===== src/rtl/rv32i_pkg.sv =====
// Shared RV32I integer-core constants: word width, register count, index width.
// Pure declarations, no logic; imported by the register file and its scoreboard.
// No flow control of its own.
package rv32i_pkg;

    localparam int XLEN      = 32;
    localparam int NREGS     = 32;
    localparam int REG_IDX_W = 5;

    typedef logic [REG_IDX_W-1:0] reg_idx_t;

    localparam reg_idx_t X0_IDX = reg_idx_t'(0);

endpackage


===== src/rtl/reg_scoreboard.sv =====
// Per-register pending bits: set on issue, clear on writeback, combinational lookup for both read ports.
// Set/clear take effect at the next clk edge; lookup is zero latency.
// No backpressure; the consumer of the lookup decides whether to stall.
module reg_scoreboard #(
    parameter int NREGS = rv32i_pkg::NREGS
) (
    input  logic                              clk,
    input  logic                              rst_n,
    input  logic                              set_en,
    input  logic [rv32i_pkg::REG_IDX_W-1:0]   set_idx,
    input  logic                              clr_en,
    input  logic [rv32i_pkg::REG_IDX_W-1:0]   clr_idx,
    input  logic [rv32i_pkg::REG_IDX_W-1:0]   rs1_idx,
    input  logic [rv32i_pkg::REG_IDX_W-1:0]   rs2_idx,
    output logic                              rs1_pend,
    output logic                              rs2_pend
);
    import rv32i_pkg::*;

    logic [NREGS-1:0] pend;

    // Set is checked before clear so a same-cycle issue to the register being
    // written back leaves it pending: the newer producer still owes a result.
    always_ff @(posedge clk) begin
        if (!rst_n) begin
            pend <= '0;
        end else begin
            pend[0] <= 1'b0;
            for (int i = 1; i < NREGS; i++) begin
                if (set_en && set_idx == reg_idx_t'(i)) begin
                    pend[i] <= 1'b1;
                end else if (clr_en && clr_idx == reg_idx_t'(i)) begin
                    pend[i] <= 1'b0;
                end
            end
        end
    end

    assign rs1_pend = pend[rs1_idx];
    assign rs2_pend = pend[rs2_idx];

endmodule


===== src/rtl/reg_file.sv =====
// Two-read one-write integer register file with writeback bypass and issue-hazard detection.
// Reads are zero latency (bypassed from wr_data); writes land at the next clk edge.
// hazard tells upstream to stall; writes and issues are always accepted.
module reg_file #(
    parameter int XLEN  = rv32i_pkg::XLEN,
    parameter int NREGS = rv32i_pkg::NREGS
) (
    input  logic                              clk,
    input  logic                              rst_n,
    input  logic [rv32i_pkg::REG_IDX_W-1:0]   rs1_addr,
    input  logic                              rs1_ren,
    input  logic [rv32i_pkg::REG_IDX_W-1:0]   rs2_addr,
    input  logic                              rs2_ren,
    output logic [XLEN-1:0]                   rs1_data,
    output logic [XLEN-1:0]                   rs2_data,
    input  logic                              wr_en,
    input  logic [rv32i_pkg::REG_IDX_W-1:0]   wr_addr,
    input  logic [XLEN-1:0]                   wr_data,
    input  logic                              issue_en,
    input  logic [rv32i_pkg::REG_IDX_W-1:0]   issue_rd,
    output logic                              hazard
);
    import rv32i_pkg::*;

    logic [XLEN-1:0] regs [NREGS];
    logic            rs1_pend;
    logic            rs2_pend;
    logic            rs1_haz;
    logic            rs2_haz;
    logic            rs1_byp;
    logic            rs2_byp;

    always_ff @(posedge clk) begin
        if (!rst_n) begin
            for (int i = 0; i < NREGS; i++) begin
                regs[i] <= '0;
            end
        end else if (wr_en && wr_addr != X0_IDX) begin
            regs[wr_addr] <= wr_data;
        end
    end

    assign rs1_byp = wr_en && (wr_addr == rs1_addr);
    assign rs2_byp = wr_en && (wr_addr == rs2_addr);

    // x0 is filtered here rather than relying on regs[0], so a write to x0
    // can never leak out through the bypass path either.
    always_comb begin
        rs1_data = '0;
        if (rst_n && rs1_addr != X0_IDX) begin
            rs1_data = rs1_byp ? wr_data : regs[rs1_addr];
        end
    end

    always_comb begin
        rs2_data = '0;
        if (rst_n && rs2_addr != X0_IDX) begin
            rs2_data = rs2_byp ? wr_data : regs[rs2_addr];
        end
    end

    reg_scoreboard #(
        .NREGS (NREGS)
    ) u_scoreboard (
        .clk      (clk),
        .rst_n    (rst_n),
        .set_en   (issue_en),
        .set_idx  (issue_rd),
        .clr_en   (wr_en),
        .clr_idx  (wr_addr),
        .rs1_idx  (rs1_addr),
        .rs2_idx  (rs2_addr),
        .rs1_pend (rs1_pend),
        .rs2_pend (rs2_pend)
    );

    // A pending operand whose producer writes back this cycle is served by the bypass.
    assign rs1_haz = rs1_ren && rs1_addr != X0_IDX && rs1_pend && !rs1_byp;
    assign rs2_haz = rs2_ren && rs2_addr != X0_IDX && rs2_pend && !rs2_byp;
    assign hazard  = rst_n && (rs1_haz || rs2_haz);

endmodule


===== config.mk =====
export PLATFORM = sky130hd
export DESIGN_NAME = reg_file
export DESIGN_NICKNAME = d
export VERILOG_FILES = /design/src/rtl/rv32i_pkg.sv /design/src/rtl/reg_scoreboard.sv /design/src/rtl/reg_file.sv
export SDC_FILE = /design/constraint.sdc
export NUM_CORES = 2
export LEC_CHECK = 0
export CAP_MARGIN = 20
export CORE_ASPECT_RATIO = 1.25
export CORE_MARGIN = 2
export CORE_UTILIZATION = 63
export DETAILED_ROUTE_END_ITERATION = 7
export PLACE_DENSITY = 0.81
export SLEW_MARGIN = 10
export SYNTH_ARGS = -nofsm -noshare
export SYNTH_HDL_FRONTEND = slang
export SYNTH_SLANG_ARGS = --single-unit
export TNS_END_PERCENT = 30

===== constraint.sdc =====
create_clock -name clk -period 6.3 [get_ports clk]
set_input_delay 1.26 -clock clk [delete_from_list [all_inputs] [get_ports clk]]
set_output_delay 1.26 -clock clk [all_outputs]
set_load 0.01 [all_outputs]

==> results by group <==
Floorplan
  • FP Rows: 123
  • Die Width: 272.4 um
  • Initial Util: 63.34%
  • I/O pin total: 123
  • Die height: 339.5 um
  • Die Footprint: 92490 um2
  • Core box area: 89570 um2

Critical path
  • CP peak stage delay: 0.74 ns
  • Setup crit end: rs2_data[21]
  • Startpoint Class: input pin
  • Largest fanout on the critical path: 22
  • Crit-path cells: buf_2 -> nand2b_1 -> o22ai_1 -> nor3_1 -> a31oi_1 -> o21ai_0 -> clkdlybuf4s50_1
  • Beginning of the worst register-to-register path: u_scoreboard.pend[10]$_SDFFE_PN0P_
  • CP max-delay cell: nor3_1
  • Delay-heaviest family, CP: simple AND/OR/NAND/NOR gates
  • Reg2Reg Setup Slack: 5.58 ns
  • Worst setup path startpoint: rs2_addr[4]
  • CP required: 5.04 ns
  • Total number of cells along the worst setup path: 7
  • Setup CP Type: in2out
  • Worst r2r dst: u_scoreboard.pend[10]$_SDFFE_PN0P_
  • CP endpoint kind: output port
  • Bufs and invs on worst path: 2
  • Worst r2r path cells: 2
  • Critical Path AT: 4.54 ns

GRT
  • Gr usage total: 40.50%
  • Initial antenna violation count: 13
  • Pin count of the biggest net entering global routing: 81
  • Vias in the first global route: 38560
  • Total gr overflow: 0
  • First-pass GRT wire length: 265.4 mm

Final layout
  • Commonest non-fill, non-tap cell in the layout: edfxtp_1
  • Most frequent cells in the layout: 1024 x edfxtp_1, 996 x and2_1, 478 x mux4_2
  • Share of layout cells above drive strength 1: 22.88%
  • Total Nets Final: 3891
  • P&R area growth vs syn: 11.23%

CTS
  • CTS clk-pin slew, worst paths: 0.06 ns
  • Cts-stage hold buffer count: 0
  • CTS tree: yes
  • Root Driver: clkbuf_16
  • Sink Count: 1055
  • Inserted Clock Buffers: 98
  • Post-CTS setup buffer count: 0
  • Clock buffer depth: 3
  • Clk_lat worst skew: 0.67 ns
  • # resized after CTS: 0
  • Htree depth: 3

Routing
  • Routed vias: 38450
  • Vias per inst: 7.535
  • DRT Pass-1 Iters: 6
  • Post-DRT Antenna Nets: 0
  • DR WL/cell: 36.45 um
  • Starting DRC count in detailed routing: 6652
  • DRC: 0
  • Routed wire length: 186.0 mm

Synth
  • Syn Inst Count: 3811
  • Top FF cell, synth: edfxtp_1
  • FFs w/ async S/R, synth: 0%
  • EDFF count, synth: 1024
  • Seq/Total Area, Yosys: 55.29%
  • FF+latch count, synth: 1055
  • Yosys warning count: 0
  • Cell variety after synth: 58
  • Syn Area/Cell: 14.89 um2
  • Synthesized area: 56740 um2

STA
  • Slew Limit Fails: 0
  • Final Skew: 0 ns
  • Worst slew pin tran: 1.225 ns
  • Hold Fails Final Rpt: 0
  • Part of the cycle the worst path needs: 92.13%
  • Final setup violation count: 0
  • Unrepaired setup endpoints after global routing: false
  • Fmax: 172.3 MHz
  • Fin Setup TNS: 0 ns
  • Headroom to the max-slew limit: 18.31%
  • Post-layout minimum cycle time: 5.804 ns

Worst hold path
  • Hold/Removal Path Class: reg2reg
  • Hold Path Origin: u_scoreboard.pend[18]$_SDFFE_PN0P_

Pwr
  • Pwr dens: 260.4 nW/um2
  • Maximum VDD drop: 0.0002650 V
  • Overall power: 0.01644 W
  • Pleak: 21.57 nW

Status
  • Status: finished, final reports clean

Placement
  • Placer's final routability congestion estimate: 0.9554
  • # port buffers: 122
  • Post-DP HPWL: 111.8 mm

Flow run
  • Max-Cap Viols: 0
cells in the mapped netlist (21+ instances only):
cell      count  share of area, %
mux2i_1     168               3.0
nor2_1       87              0.58
clkbuf_1    263               1.7
nand3_1      31              0.27
buf_2        91              0.80
edfxtp_1   1024                54
mux4_2      478                19
o21ai_0      84              0.74
a22oi_1      61              0.81
and2_1      996                11
a32o_1       33              0.58
o22ai_1     104               1.1
mux4_1       23               1.1
a21oi_1      39              0.34
nand2_1      63              0.42
buf_6        21              0.42
dfxtp_1      31               1.1
worst min-delay path by stage:
stage | endpoint | slack (ns) | depth (start not counted)
after floorplan | u_scoreboard.pend[18]$_SDFFE_PN0P_ | 0.44 | 2
after global placement | u_scoreboard.pend[18]$_SDFFE_PN0P_ | 0.46 | 2
after detailed placement | u_scoreboard.pend[18]$_SDFFE_PN0P_ | 0.47 | 2
after CTS | u_scoreboard.pend[18]$_SDFFE_PN0P_ | 0.48 | 2
after global routing | u_scoreboard.pend[31]$_SDFFE_PN0P_ | 0.51 | 2
final | u_scoreboard.pend[18]$_SDFFE_PN0P_ | 0.49 | 2
final cells by class:
type                    instances  area (um2)
inverters                      10       38.79
diodes                          5       12.51
multi-input cells            2364       24010
well taps                    1187        1485
fillers                      5658       26460
repair buffers                304        3055
clock inverters                52       524.3
clock buffers                 126        2610
flip-flops and latches       1055       31370
state kept, by name, summed over array words and instances, names as in the netlist:
register           flops
regs                1024
u_scoreboard.pend     31
report_power, final:
part / leakage, nW / switching (W) / internal [W]
Clock: 1.53 / 0.00265 / 0.00333
Sequential: 10.0 / 0.000203 / 0.00808
Combinational: 10.0 / 0.00125 / 0.000922
cells by family after synthesis:
family                 synth area share, %
flip-flops                           55.29
AND/OR/NAND/NOR                      13.04
other                             0.006610
XOR/XNOR                            0.1544
multiplexers                         23.14
AO/OA/AOI/OAI                        4.755
buffers and inverters                3.606
layer usage:
metal	up-vias	part of all wire [%]	track usage (%)
met3	944	15	12.27
li1	14760	-	-
met4	10	7.9	27.76
met1	18900	30	49.76
met5	-	0.050	0
met2	3837	46	62.11
through the flow:
| stage | hold slack [ns] | util, % | cells | cell area, um2 | setup WS [ns] |
|---|---|---|---|---|---|
| floorplan | 0.4394 | - | 3842 | 56850 | 1.481 |
| global placement | 0.4649 | 66.49 | 4899 | 59560 | 0.3964 |
| detailed placement | 0.4699 | 66.67 | 4906 | 59720 | 0.4496 |
| CTS | 0.4777 | 70.17 | 5084 | 62850 | 0.4504 |
| global route | 0.5104 | 70.45 | 5099 | 63100 | 0.6021 |
| finish | 0.4884 | 70.46 | 5103 | 63110 | 0.4958 |
worst register-to-register path, cell delays in order (launching register included):
cell and delay, ns:
dfxtp_1 0.38, o21ai_0 0.11, a21oi_1 0.16
(Power assumes the default switching activity.)
